--- config.mk ---
export PLATFORM = sky130hd
export DESIGN_NAME = vga_host_regs
export DESIGN_NICKNAME = d
export VERILOG_FILES = /design/src/rtl/vga_host_regs_pkg.sv /design/src/rtl/vga_cursor_ctr.sv /design/src/rtl/vga_host_regs.sv
export SDC_FILE = /design/constraint.sdc
export NUM_CORES = 1
export LEC_CHECK = 0
export BUFFER_PORTS_ARGS = -buffer_cell sky130_fd_sc_hd__buf_4
export CAP_MARGIN = 5
export CORE_MARGIN = 10
export CORE_UTILIZATION = 40
export DETAILED_ROUTE_END_ITERATION = 16
export PLACE_DENSITY = 0.71
export SLEW_MARGIN = 20
export SYNTH_ARGS = -nofsm -noshare
export SYNTH_HDL_FRONTEND = slang
export SYNTH_HIERARCHICAL = 1
export SYNTH_SLANG_ARGS = --single-unit
export TNS_END_PERCENT = 30
--- constraint.sdc ---
create_clock -name i_clk -period 2.59 [get_ports i_clk]
set_input_delay 0.1295 -clock i_clk [delete_from_list [all_inputs] [get_ports i_clk]]
set_output_delay 0.1295 -clock i_clk [all_outputs]
set_load 0.01 [all_outputs]
--- src/rtl/vga_host_regs_pkg.sv ---
// vga_host_regs_pkg: shared register map, control bit indices and FSM state type for the VGA text host interface
package vga_host_regs_pkg;
    localparam int          CHARS_DEF      = 2000;
    localparam logic [7:0]  CTRL_RST_DEF   = 8'h01;
    localparam logic [7:0]  REG_STATUS     = 8'h00;
    localparam logic [7:0]  REG_DATA       = 8'h01;
    localparam logic [7:0]  REG_CUR_AL     = 8'h02;
    localparam logic [7:0]  REG_CUR_AH     = 8'h03;
    localparam logic [7:0]  REG_CONTROL    = 8'h04;
    localparam int          CTRL_CURSOR_EN = 0;
    localparam int          CTRL_BLINK_EN  = 1;
    typedef enum logic [1:0] {
        S_IDLE,
        S_EXEC,
        S_VRAM_WAIT,
        S_DONE
    } state_t;
endpackage

--- src/rtl/vga_cursor_ctr.sv ---
// vga_cursor_ctr: 11-bit cursor counter with clamped load, wrapping increment and sticky wrap flag
module vga_cursor_ctr #(
    parameter int CHARS = 2000
) (
    input  logic        i_clk,
    input  logic        i_rst,
    input  logic        i_load,
    input  logic [10:0] i_load_val,
    input  logic        i_inc,
    input  logic        i_clr_wrap,
    output logic [10:0] o_cnt,
    output logic        o_wrap
);
    localparam logic [10:0] LAST = 11'(CHARS - 1);
    logic [10:0] r_cnt;
    logic        r_wrap;
    // Load wins over increment; the wrap flag is set on rollover and cleared on request
    always_ff @(posedge i_clk) begin
        if (i_rst) begin
            r_cnt  <= '0;
            r_wrap <= 1'b0;
        end else begin
            if (i_load)
                r_cnt <= (i_load_val > LAST) ? LAST : i_load_val;
            else if (i_inc)
                r_cnt <= (r_cnt == LAST) ? 11'd0 : r_cnt + 11'd1;
            if (i_inc && !i_load && r_cnt == LAST)
                r_wrap <= 1'b1;
            else if (i_clr_wrap)
                r_wrap <= 1'b0;
        end
    end
    assign o_cnt  = r_cnt;
    assign o_wrap = r_wrap;
endmodule

--- src/rtl/vga_host_regs.sv ---
// vga_host_regs: host register responder; decodes one command per strobe, writes VRAM at the cursor and advances it
module vga_host_regs
    import vga_host_regs_pkg::*;
#(
    parameter int         CHARS    = CHARS_DEF,
    parameter logic [7:0] CTRL_RST = CTRL_RST_DEF
) (
    input  logic        i_clk,
    input  logic        i_rst,
    input  logic [7:0]  i_cmd,
    input  logic [10:0] i_cursor_adr,
    input  logic [7:0]  i_port,
    input  logic        i_cs_h,
    input  logic        i_rl_wh,
    output logic        o_ready_h,
    output logic [7:0]  o_port_rd,
    output logic        o_vram_we,
    output logic [10:0] o_vram_adr,
    output logic [7:0]  o_vram_data,
    input  logic        i_vram_ack,
    output logic [10:0] o_cursor_adr,
    output logic        o_cursor_en,
    output logic        o_blink_en
);
    state_t      r_state;
    logic        r_ready;
    logic [7:0]  r_port_rd;
    logic        r_we;
    logic [10:0] r_vadr;
    logic [7:0]  r_vdata;
    logic [7:0]  r_ctrl;
    logic [7:0]  r_last;
    logic [7:0]  r_cmd;
    logic        r_rw;
    logic [7:0]  r_port;
    logic [10:0] r_cadr;
    logic [10:0] w_cursor;
    logic        w_wrap;
    logic        w_load;
    logic [10:0] w_load_val;
    logic        w_inc;
    logic        w_clr_wrap;
    logic [7:0]  w_rd;

    // Cursor counter controls: register loads and status clear happen in EXEC, increment on VRAM grant
    always_comb begin
        w_load     = r_state == S_EXEC && r_rw && (r_cmd == REG_CUR_AL || r_cmd == REG_CUR_AH);
        w_load_val = (r_cmd == REG_CUR_AL) ? {w_cursor[10:8], r_port} : r_cadr;
        w_inc      = r_state == S_VRAM_WAIT && i_vram_ack;
        w_clr_wrap = r_state == S_EXEC && !r_rw && r_cmd == REG_STATUS;
    end

    // Read data mux for the latched command
    always_comb begin
        w_rd = (r_cmd == REG_STATUS)  ? {6'b0, w_wrap, r_ctrl[CTRL_CURSOR_EN]} :
               (r_cmd == REG_DATA)    ? r_last :
               (r_cmd == REG_CUR_AL)  ? w_cursor[7:0] :
               (r_cmd == REG_CUR_AH)  ? {5'b0, w_cursor[10:8]} :
               (r_cmd == REG_CONTROL) ? r_ctrl : 8'h00;
    end

    vga_cursor_ctr #(.CHARS(CHARS)) u_cursor (
        .i_clk      (i_clk),
        .i_rst      (i_rst),
        .i_load     (w_load),
        .i_load_val (w_load_val),
        .i_inc      (w_inc),
        .i_clr_wrap (w_clr_wrap),
        .o_cnt      (w_cursor),
        .o_wrap     (w_wrap)
    );

    // Command FSM with registered handshake, read data and VRAM request outputs
    always_ff @(posedge i_clk) begin
        if (i_rst) begin
            r_state   <= S_IDLE;
            r_ready   <= 1'b1;
            r_port_rd <= '0;
            r_we      <= 1'b0;
            r_vadr    <= '0;
            r_vdata   <= '0;
            r_ctrl    <= CTRL_RST;
            r_last    <= '0;
            r_cmd     <= '0;
            r_rw      <= 1'b0;
            r_port    <= '0;
            r_cadr    <= '0;
        end else begin
            case (r_state)
                S_IDLE: if (i_cs_h) begin
                    r_cmd   <= i_cmd;
                    r_rw    <= i_rl_wh;
                    r_port  <= i_port;
                    r_cadr  <= i_cursor_adr;
                    r_ready <= 1'b0;
                    if (i_cmd == REG_DATA && i_rl_wh) begin
                        r_we    <= 1'b1;
                        r_vadr  <= w_cursor;
                        r_vdata <= i_port;
                        r_state <= S_VRAM_WAIT;
                    end else
                        r_state <= S_EXEC;
                end
                S_EXEC: begin
                    if (r_rw && r_cmd == REG_CONTROL)
                        r_ctrl <= r_port;
                    if (!r_rw)
                        r_port_rd <= w_rd;
                    r_state <= S_DONE;
                end
                S_DONE: begin
                    r_ready <= 1'b1;
                    r_state <= S_IDLE;
                end
                S_VRAM_WAIT: if (i_vram_ack) begin
                    r_we    <= 1'b0;
                    r_ready <= 1'b1;
                    r_last  <= r_vdata;
                    r_state <= S_IDLE;
                end
                default: r_state <= S_IDLE;
            endcase
        end
    end

    assign o_ready_h    = r_ready;
    assign o_port_rd    = r_port_rd;
    assign o_vram_we    = r_we;
    assign o_vram_adr   = r_vadr;
    assign o_vram_data  = r_vdata;
    assign o_cursor_adr = w_cursor;
    assign o_cursor_en  = r_ctrl[CTRL_CURSOR_EN];
    assign o_blink_en   = r_ctrl[CTRL_BLINK_EN];
endmodule

---- After elaboration in Yosys (flattened, before gate mapping) ----
Cells that the tools add are included.
word-level totals
  register bits ........................... 87
  input bits .............................. 32
  output and inout bits ................... 42
  word-level logic and storage cells ...... 78
operators by class
  $add $sub $neg .......................... 1
  $lt $le $gt $ge ......................... 1
  eq/ne operators ......................... 12
  mux-type cells .......................... 23
  bitwise logic cells ..................... 1
  reduce and logical (&&, ||, !) cells .... 26
operators by type and width
  kind                                                  count
  two-way mux 11 bit                                    5
  two-way mux 8 bit                                     5
  equality test 8 x 1 -> 1 bit (second input constant)  2
  equality test 8 x 2 -> 1 bit (second input constant)  2
  adder 11 x 1 -> 11 bit (second input constant)        1
  equality test 11 bit (second input constant)          1
  > comparator 11 bit (second input constant)           1
  AND reduction 2 bit                                   5
  logical AND 1 bit                                     9
  equality test 8 x 3 -> 1 bit (second input constant)  1
  zero test 8 bit                                       1
  case mux 2 bit (4 select lines)                       1
  two-way mux 1 bit                                     7
  two-way mux 2 bit                                     3
  != test 2 bit (second input constant)                 3
  AND reduction 3 bit                                   2
  nonzero test 2 bit                                    3
  equality test 2 bit (second input constant)           2
  AND reduction 4 bit                                   1
  case mux 1 bit (3 select lines)                       1
  nonzero test 3 bit                                    1
  equality test 2 x 1 -> 1 bit (second input constant)  1
  zero test 1 bit                                       2
  zero test 2 bit                                       1
  3 further kinds                                       3

---- Depth between registers and ports, before layout ----
Gate-level depths: netlist of run 1.
  word-level depth ........................ 7
  gate-level depth with buffers ........... 9
  gate-level depth less buffers ........... 8

---- Hierarchy ----
Netlist of run 1, hierarchy kept.
modules (own cells, without submodules)
  module          instances  cells each  area each (µm²)  sequential area each (µm²)
  vga_host_regs   1          370         3186.8           1501.4
  vga_cursor_ctr  1          98          802.0            240.2

---- Worst setup path before layout of run 1 ----
No wires, ideal clock.
  kind .................................... flip-flop to flip-flop
  start point ............................. reg r_cmd[3]
  end point ............................... reg u_cursor.r_cnt[0] (netlist: u_cursor/o_cnt[0])
  data arrival time ....................... 1.891 ns
  slack ................................... 0.566 ns
  stages on the path, launching flop included .. 10
  path buffers ............................ 1
  cells stage by stage .................... dfxtp_1 -> or3_4 -> nor3_4 -> nand2_2 -> buf_6 -> mux2_4 -> o21ai_0 -> nor2_1 -> o21ai_0 -> a31oi_1
between the ends
  word-level cells in the longest chain between the ends .. 5
  elaborated cells between the ends (all ways) .. 9
  those cells by class .................... order compare (1); eq/ne (2); mux (3); reduce/logical (3)
ends and longest elaborated chain
  element                       line                  source
  from (decl)                   vga_host_regs.sv:33   logic [7:0] r_cmd;
  from (signal assigned)        vga_host_regs.sv:91   r_cmd <= i_cmd;
  equality test 8 x 2 -> 1 bit  vga_host_regs.sv:48   w_load_val = (r_cmd == REG_CUR_AL) ? {w_cursor[10:8], r_port} : r_cadr;
  two-way mux 11 bit            vga_host_regs.sv:48
  named net w_load_val[5]       vga_host_regs.sv:40   logic [10:0] w_load_val;
  > comparator 11 bit           vga_cursor_ctr.sv:24  r_cnt <= (i_load_val > LAST) ? LAST : i_load_val;
  two-way mux 11 bit            vga_cursor_ctr.sv:24
  two-way mux 11 bit            vga_cursor_ctr.sv:23  if (i_load)
  to (signal assigned)          vga_cursor_ctr.sv:24
  to (signal assigned)          vga_cursor_ctr.sv:26  r_cnt <= (r_cnt == LAST) ? 11'd0 : r_cnt + 11'd1;
  to (decl)                     vga_cursor_ctr.sv:15  logic [10:0] r_cnt;
The timed path passes the listed nets, and every way through them passes these cells.
A chain may end at the register's enable or synchronous reset.

---- Worst setup path in the final report of run 1 ----
  start point ............................. reg r_cmd[3]
  end point ............................... reg u_cursor.r_cnt[2] (netlist: u_cursor/o_cnt[2])
The elaborated chain is that of the path after synthesis.

==> results.sh, run 1 <==
export IMPL_clk_latency_ns=0.37
export IMPL_hold_viol_final=0
export IMPL_cts_buffers=9
export IMPL_grt_util_met1=0.1926
export IMPL_nFillCells=962
export IMPL_viasPerCell=5.446
export IMPL_ant_nets=0
export IMPL_path_clk_slew_ns=0.09
export IMPL_first_global_vias=3542
export IMPL_max_slew_margin=0.3898
export IMPL_yosys_area_share_xor_xnor=0.01098
export IMPL_first_iter_violations=303
export IMPL_dp_cells=656
export IMPL_io_buffers=73
export IMPL_crit_type="reg -> reg"
export IMPL_status="complete, no violations"
export IMPL_ctsHoldBuffers=0
export IMPL_grtUsageMet2=0.2503
export IMPL_cellPowerDensity_nw_per_um2=575.2
export IMPL_wire_per_inst_um=16.99
export IMPL_busiest_layer="met2"
export IMPL_synth_top_area_share=0.4366
export IMPL_final_common_cell="nand2_1"
export IMPL_fmax_ghz=0.4188
export IMPL_final_nets=567
export IMPL_synthMuxAreaShare=0.07811
export IMPL_ys_seq_area_frac=0.4366
export IMPL_grt_pass1_wl_um=18310
export IMPL_synthTopCellsByArea="dfxtp_1, nand2_1, a21oi_1, mux2_4, mux2i_1"
export IMPL_yosys_area_share_simple=0.2519
export IMPL_synth_fa_ha_area_frac=0.003137
export IMPL_maxCapViolCount=0
export IMPL_power_mw=2.799
export IMPL_fp_dieH_um=119.9
export IMPL_via_count=3654
export IMPL_core_area_um2=9729
export IMPL_rsz0062_at_grt="false"
export IMPL_fin_crit_sh=0.9219
export IMPL_seqCellArea_um2=1742
export IMPL_place_ws_ns=0.2432
export IMPL_die_area_um2=14370
export IMPL_die_w_um=119.9
export IMPL_final_cells=671
export IMPL_synth_top_family_by_area="simple AND/OR/NAND/NOR gates"
export IMPL_h_tree_depth=3
export IMPL_initial_core_util=0.4100
export IMPL_synth_compound_area_frac=0.1857
export IMPL_netlist_area_um2=3989
export IMPL_cts_max_path_buffers=2
export IMPL_hold_slack_ns=0.006708
export IMPL_multi_input_area_um2=2113
export IMPL_netlist_instances=468
export IMPL_grt_max_degree=85
export IMPL_post_cts_buffers=0
export IMPL_grtUsageMet3=0.03610
export IMPL_fin_crit_ns=2.388
export IMPL_cts_resized=0
export IMPL_n_antenna_cell=0
export IMPL_clock_sinks=87
export IMPL_synth_ff_type="dfxtp_1"
export IMPL_async_flop_share=0
export IMPL_final_cell_mix="nand2_1, dfxtp_1, buf_4"
export IMPL_hold_class="in -> reg"
export IMPL_yosysWarnings=6
export IMPL_dp_hpwl_um=8098
export IMPL_grt_use_total=0.1539
export IMPL_drive_gt1_frac=0.2361
export IMPL_fin_tns_setup_ns=0
export IMPL_synth_edf_count=0
export IMPL_antenna_found_initial=0
export IMPL_start_kind="flop"
export IMPL_ioPinCount=74
export IMPL_clock_root_buffer="clkbuf_8"
export IMPL_yosys_area_top_type="dfxtp_1"
export IMPL_critPathRequiredTime_ns=2.80
export IMPL_cts_tree="done"
export IMPL_synth_distinct_cells=60
export IMPL_place_congestion=0.8969
export IMPL_skew_ns=0.01394
export IMPL_syn2layout_area_growth_pct=21.99
export IMPL_synth_nets=501
export IMPL_ir_worst_vdd_uv=234.5
export IMPL_num_rows=36
export IMPL_drc_errors=0
export IMPL_worstRegToRegCells=8
export IMPL_setup_viol=0
export IMPL_power_leakage_nw=1.904
export IMPL_setup_slack_ns=0.2024
export IMPL_worst_pin_slew_ns=0.9131
export IMPL_worst_path_max_fanout=11
export IMPL_wirelength_um=11400
export IMPL_timing_final_max_slew_violations=0
export IMPL_synth_area_per_cell_um2=8.523
export IMPL_grt_overflow=0
export IMPL_worst_setup_path_end_kind="flop"
export IMPL_arrival_ns=2.60
export IMPL_hold_path_depth=3
export IMPL_ys_ff_latch=87
export IMPL_dr_pass1_iters=5
[worst max-delay path: stages, from the launching register on]
cell and delay [ns]:
dfxtp_1 0.33, or3_4 0.42, nor3_4 0.22, nand2_2 0.27, mux2_4 0.38, o21ai_0 0.17
nor2_1 0.12, o21ai_0 0.21, a31oi_1 0.11
[logic make-up (layout without fill, tap and decap cells)]
| group | Yosys count | after routing |
|---|---|---|
| AND/OR/NAND/NOR | 198 | 198 |
| flip-flops | 87 | 87 |
| AO/OA/AOI/OAI | 119 | 119 |
| buffers and inverters | 32 | 102 |
| XOR/XNOR | 5 | 5 |
| multiplexers | 26 | 26 |
| adder cells (fa/ha/maj) | 1 | 1 |
[routing by layer]
layer	routed length, um	vias to the layer above	part of all wire
met5	0	-	0
met4	348	0	0.031
met3	782	32	0.069
met2	5288	147	0.46
met1	4981	1704	0.44
li1	-	1771	-
[cells in the mapped netlist, types with 3 or more instances]
cell      number
nand3b_1       3
a22oi_1        7
mux2_4        10
mux2i_1       15
inv_1          7
nand2_1      108
nand4_1        5
dfxtp_1       87
a21oi_1       61
clkbuf_1      18
o21ai_0       13
xnor2_1        4
nor3_1         9
a21o_1         5
o21a_1         4
buf_2          5
nor2_1        28
a31oi_1        5
o21ai_2        3
nand2b_1       4
nand3_1        7
a32o_1         6
nor3b_1        6
[report_power, final]
group          internal, mW  switching, mW  total, mW
logic                 0.139          0.186      0.325
clock network         0.545          0.514       1.06
registers              1.38         0.0394       1.42
[flip-flops by register name, summed over array words and instances, names as in the netlist, 2 cells and up]
name / cells
o_vram_data: 8
r_cmd: 8
r_cadr: 11
o_vram_adr: 11
r_ctrl: 8
r_state: 2
o_port_rd: 8
r_port: 8
r_last: 8
u_cursor/o_cnt: 11
[area by class of cell]
| class | count | area share |
|---|---|---|
| Multi-Input combinational cell | 349 | 0.4343 |
| Sequential cell | 87 | 0.3579 |
| Timing Repair Buffer | 80 | 0.1234 |
| Tap cell | 133 | 0.03420 |
| Clock buffer | 9 | 0.02546 |
| Clock inverter | 6 | 0.01929 |
| Inverter | 7 | 0.005400 |
[path summary, 6_finish.rpt]
| check | from | endpoint | slack, ns |
|---|---|---|---|
| worst max-delay path | r_cmd[3] | u_cursor/o_cnt[2] | 0.20 |
| worst max register to register | r_cmd[3] | u_cursor/o_cnt[2] | 0.20 |
| worst min-delay path | i_port[3] | o_vram_data[3] | 0.007 |
| worst min register to register | o_vram_adr[4] | o_vram_adr[4] | 0.46 |
[per-stage QoR]
step	util	area, um^2
global route	0.5001	4866
detailed placement	0.4778	4648
floorplan	-	3989
global placement	0.4778	4648
finish	0.5001	4866
CTS	0.5001	4866
Note: power is estimated with default switching activity, not from simulation.
==> inputs of run 2 (changes only) <==
--- a/config.mk
+++ b/config.mk
@@ -5,11 +5,13 @@
 export SDC_FILE = /design/constraint.sdc
 export NUM_CORES = 1
 export LEC_CHECK = 0
+export ABC_AREA = 1
 export BUFFER_PORTS_ARGS = -buffer_cell sky130_fd_sc_hd__buf_4
 export CAP_MARGIN = 5
 export CORE_MARGIN = 10
 export CORE_UTILIZATION = 40
 export DETAILED_ROUTE_END_ITERATION = 16
+export MAX_ROUTING_LAYER = met4
 export PLACE_DENSITY = 0.71
 export SLEW_MARGIN = 20
 export SYNTH_ARGS = -nofsm -noshare
==> results.sh, run 2 <==
export IMPL_netlist_top_cells_count="nand2_1, nor2_1, dfxtp_1"
export IMPL_cts_buffers=9
export IMPL_synth_edf_count=0
export IMPL_ff2ff_setup_slack_ns=0.53
export IMPL_maxCapViolCount=0
export IMPL_fin_tns_setup_ns=0
export IMPL_final_cells=763
export IMPL_fp_dieH_um=119.7
export IMPL_core_area_um2=9729
export IMPL_final_cell_mix="nand2_1, nor2_1, dfxtp_1"
export IMPL_cts_resized=0
export IMPL_seqPwrFrac=0.516
export IMPL_cts_max_path_buffers=2
export IMPL_wirelength_um=11120
export IMPL_dp_cells=747
export IMPL_clk_latency_ns=0.36
export IMPL_dr_pass1_iters=5
export IMPL_num_rows=36
export IMPL_crit_start="r_cmd[6]"
export IMPL_fin_crit_sh=0.7960
export IMPL_die_w_um=119.7
export IMPL_grt_overflow=0
export IMPL_path_clk_slew_ns=0.08
export IMPL_grt_use_total=0.1570
export IMPL_min_from="i_port[7]"
export IMPL_ioPinCount=74
export IMPL_synth_area_per_cell_um2=7.116
export IMPL_critPathRequiredTime_ns=2.83
export IMPL_synth_distinct_cells=39
export IMPL_placed_cell_area_um2=4617
export IMPL_clock_root_buffer="clkbuf_8"
export IMPL_power_leakage_nw=1.985
export IMPL_arrival_ns=2.30
export IMPL_power_frac_comb=0.153
export IMPL_viasPerCell=4.984
export IMPL_final_common_cell="nand2_1"
export IMPL_place_congestion=0.8994
export IMPL_h_tree_depth=3
export IMPL_syn2layout_area_growth_pct=20.86
export IMPL_crit_top_cell="nand2_1"
export IMPL_first_global_vias=3702
export IMPL_p_clk_frac=0.331
export IMPL_ctsHoldBuffers=0
export IMPL_crit_buf_inv=2
export IMPL_dp_hpwl_um=8416
export IMPL_nFillCells=990
export IMPL_ir_worst_vdd_uv=327.4
export IMPL_n_antenna_cell=0
export IMPL_rr_endpoint="u_cursor/o_cnt[2]"
export IMPL_worst_path_max_fanout=19
export IMPL_netlist_instances=559
export IMPL_initial_core_util=0.4088
export IMPL_cellInternalPower_mw=2.022
export IMPL_critPathTopFamily="simple AND/OR/NAND/NOR gates"
export IMPL_slowest_delay_ns=0.32
export IMPL_wire_per_inst_um=14.57
export IMPL_start_kind="flop"
export IMPL_setup_slack_ns=0.5283
export IMPL_first_iter_violations=254
export IMPL_hold_class="in -> reg"
export IMPL_hold_path_end="o_vram_data[7]"
export IMPL_post_cts_buffers=0
export IMPL_power_mw=2.812
export IMPL_final_area_um2=4807
export IMPL_worst_setup_path_end_kind="flop"
export IMPL_worstRegToRegCells=14
export IMPL_clock_sinks=87
export IMPL_synth_nets=592
export IMPL_slowest_stage="dfxtp_1"
export IMPL_timing_final_max_slew_violations=0
export IMPL_async_flop_share=0
export IMPL_drive_gt1_frac=0.2079
export IMPL_status="complete, no violations"
export IMPL_ys_ff_latch=87
export IMPL_grt_pass1_wl_um=18090
export IMPL_antenna_found_initial=0
export IMPL_ys_seq_area_frac=0.4379
export IMPL_hold_viol_final=0
export IMPL_cts_tree="done"
export IMPL_synthTopCellsByArea="dfxtp_1, nand2_1, nor2_1, o21ai_0, a21oi_1"
export IMPL_worst_pin_slew_ns=0.6805
export IMPL_io_buffers=73
export IMPL_via_count=3803
export IMPL_yosysWarnings=6
export IMPL_fin_crit_ns=2.062
export IMPL_ant_nets=0
export IMPL_crit_chain="nor2_1 > nand2_2 > nor2_2 > buf_4 > inv_2 > nand2_1 > o21ai_0 > o21a_1 > nand2_1 > nand2_1 > nand2_1 > nand2_1 > nor2_1 > nor2_1"
export IMPL_rsz0062_at_grt="false"
export IMPL_hold_path_depth=3
export IMPL_skew_ns=0.009818
export IMPL_setup_viol=0
export IMPL_drc_errors=0
export IMPL_max_slew_margin=0.5446
export IMPL_fmax_ghz=0.4850
export IMPL_reg2reg_from="r_cmd[6]"
export IMPL_synth_ff_type="dfxtp_1"
export IMPL_netlist_area_um2=3978
export IMPL_p_sw_uw=789.7
export IMPL_yosys_area_top_type="dfxtp_1"
export IMPL_sw_frac_of_total=0.2808
export IMPL_yosysMostFrequentCell="nand2_1"
export IMPL_crit_type="reg -> reg"
export IMPL_synth_top_area_share=0.4379
export IMPL_place_ws_ns=0.5654
export IMPL_final_nets=658
export IMPL_grt_max_degree=41
export IMPL_cellPowerDensity_nw_per_um2=585.0
export IMPL_die_area_um2=14330
## run 2: cell count changes after synthesis, sizes merged, moves of 7 or more
cell and change:
nor2 +73, nor3b -7, clkbuf -7, mux2 -11
inv +45, buf +8, a21oi -11, nand3 +24
o21ai +54, mux2i -15
## run 2: worst max-delay path by stage
stage | slack (ns) | cells past startpoint | end
after floorplan | 0.78 | 10 | u_cursor/o_cnt[4]
after global placement | 0.62 | 14 | u_cursor/o_cnt[2]
after detailed placement | 0.57 | 14 | u_cursor/o_cnt[2]
after CTS | 0.55 | 14 | u_cursor/o_cnt[2]
after global routing | 0.25 | 14 | u_cursor/o_cnt[2]
final | 0.53 | 14 | u_cursor/o_cnt[2]
## run 2: cell families (layout without fill, tap and decap cells)
logic type	after synthesis	count (layout)	synth area share
buf+inv	79	150	0.08461
simple gates	251	251	0.2803
xor+xnor	3	3	0.006607
flops	87	87	0.4379
fa+ha+maj	1	1	0.003145
compound gates	138	138	0.1875
## run 2: tightest hold or removal path, delay by kind of cell
family / cells / cell delay (ns)
buf+inv: 1 / 0.09
simple gates: 1 / 0.07
compound gates: 1 / 0.06
## run 2: area by class of cell
cell class | instances | area, um^2 | area share
multi-input cells | 393 | 1899 | 0.3951
flip-flops and latches | 87 | 1742 | 0.3623
repair buffers | 81 | 608.1 | 0.1265
inverters | 53 | 201.4 | 0.04191
well taps | 133 | 166.4 | 0.03462
clock buffers | 12 | 145.1 | 0.03019
clock inverters | 4 | 45.04 | 0.009370
## run 2: routing by layer
metal  vias to the layer above  part of all wire  track usage
li1                       1949                 -            -
met1                      1722              0.47       0.1917
met3                        17             0.056      0.03610
met2                       115              0.46       0.2445
met4                         0             0.020      0.06637
met5                         -                 0            -
## run 2: power by group through the flow
stage,clock [mW],sequential [mW],combinational (mW)
floorplan,0,1.47,0.302
global placement,0,1.48,0.419
detailed placement,0,1.48,0.428
CTS,0.950,1.45,0.431
global route,1.02,1.46,0.486
finish,0.930,1.45,0.431
## run 2: per-stage QoR
stage,hold slack (ns),utilization
after global routing,0.02270,0.4941
after detailed placement,0.3884,0.4745
final,0.02305,0.4941
after global placement,0.3856,0.4745
after CTS,0.01126,0.4941
after floorplan,0.1986,-
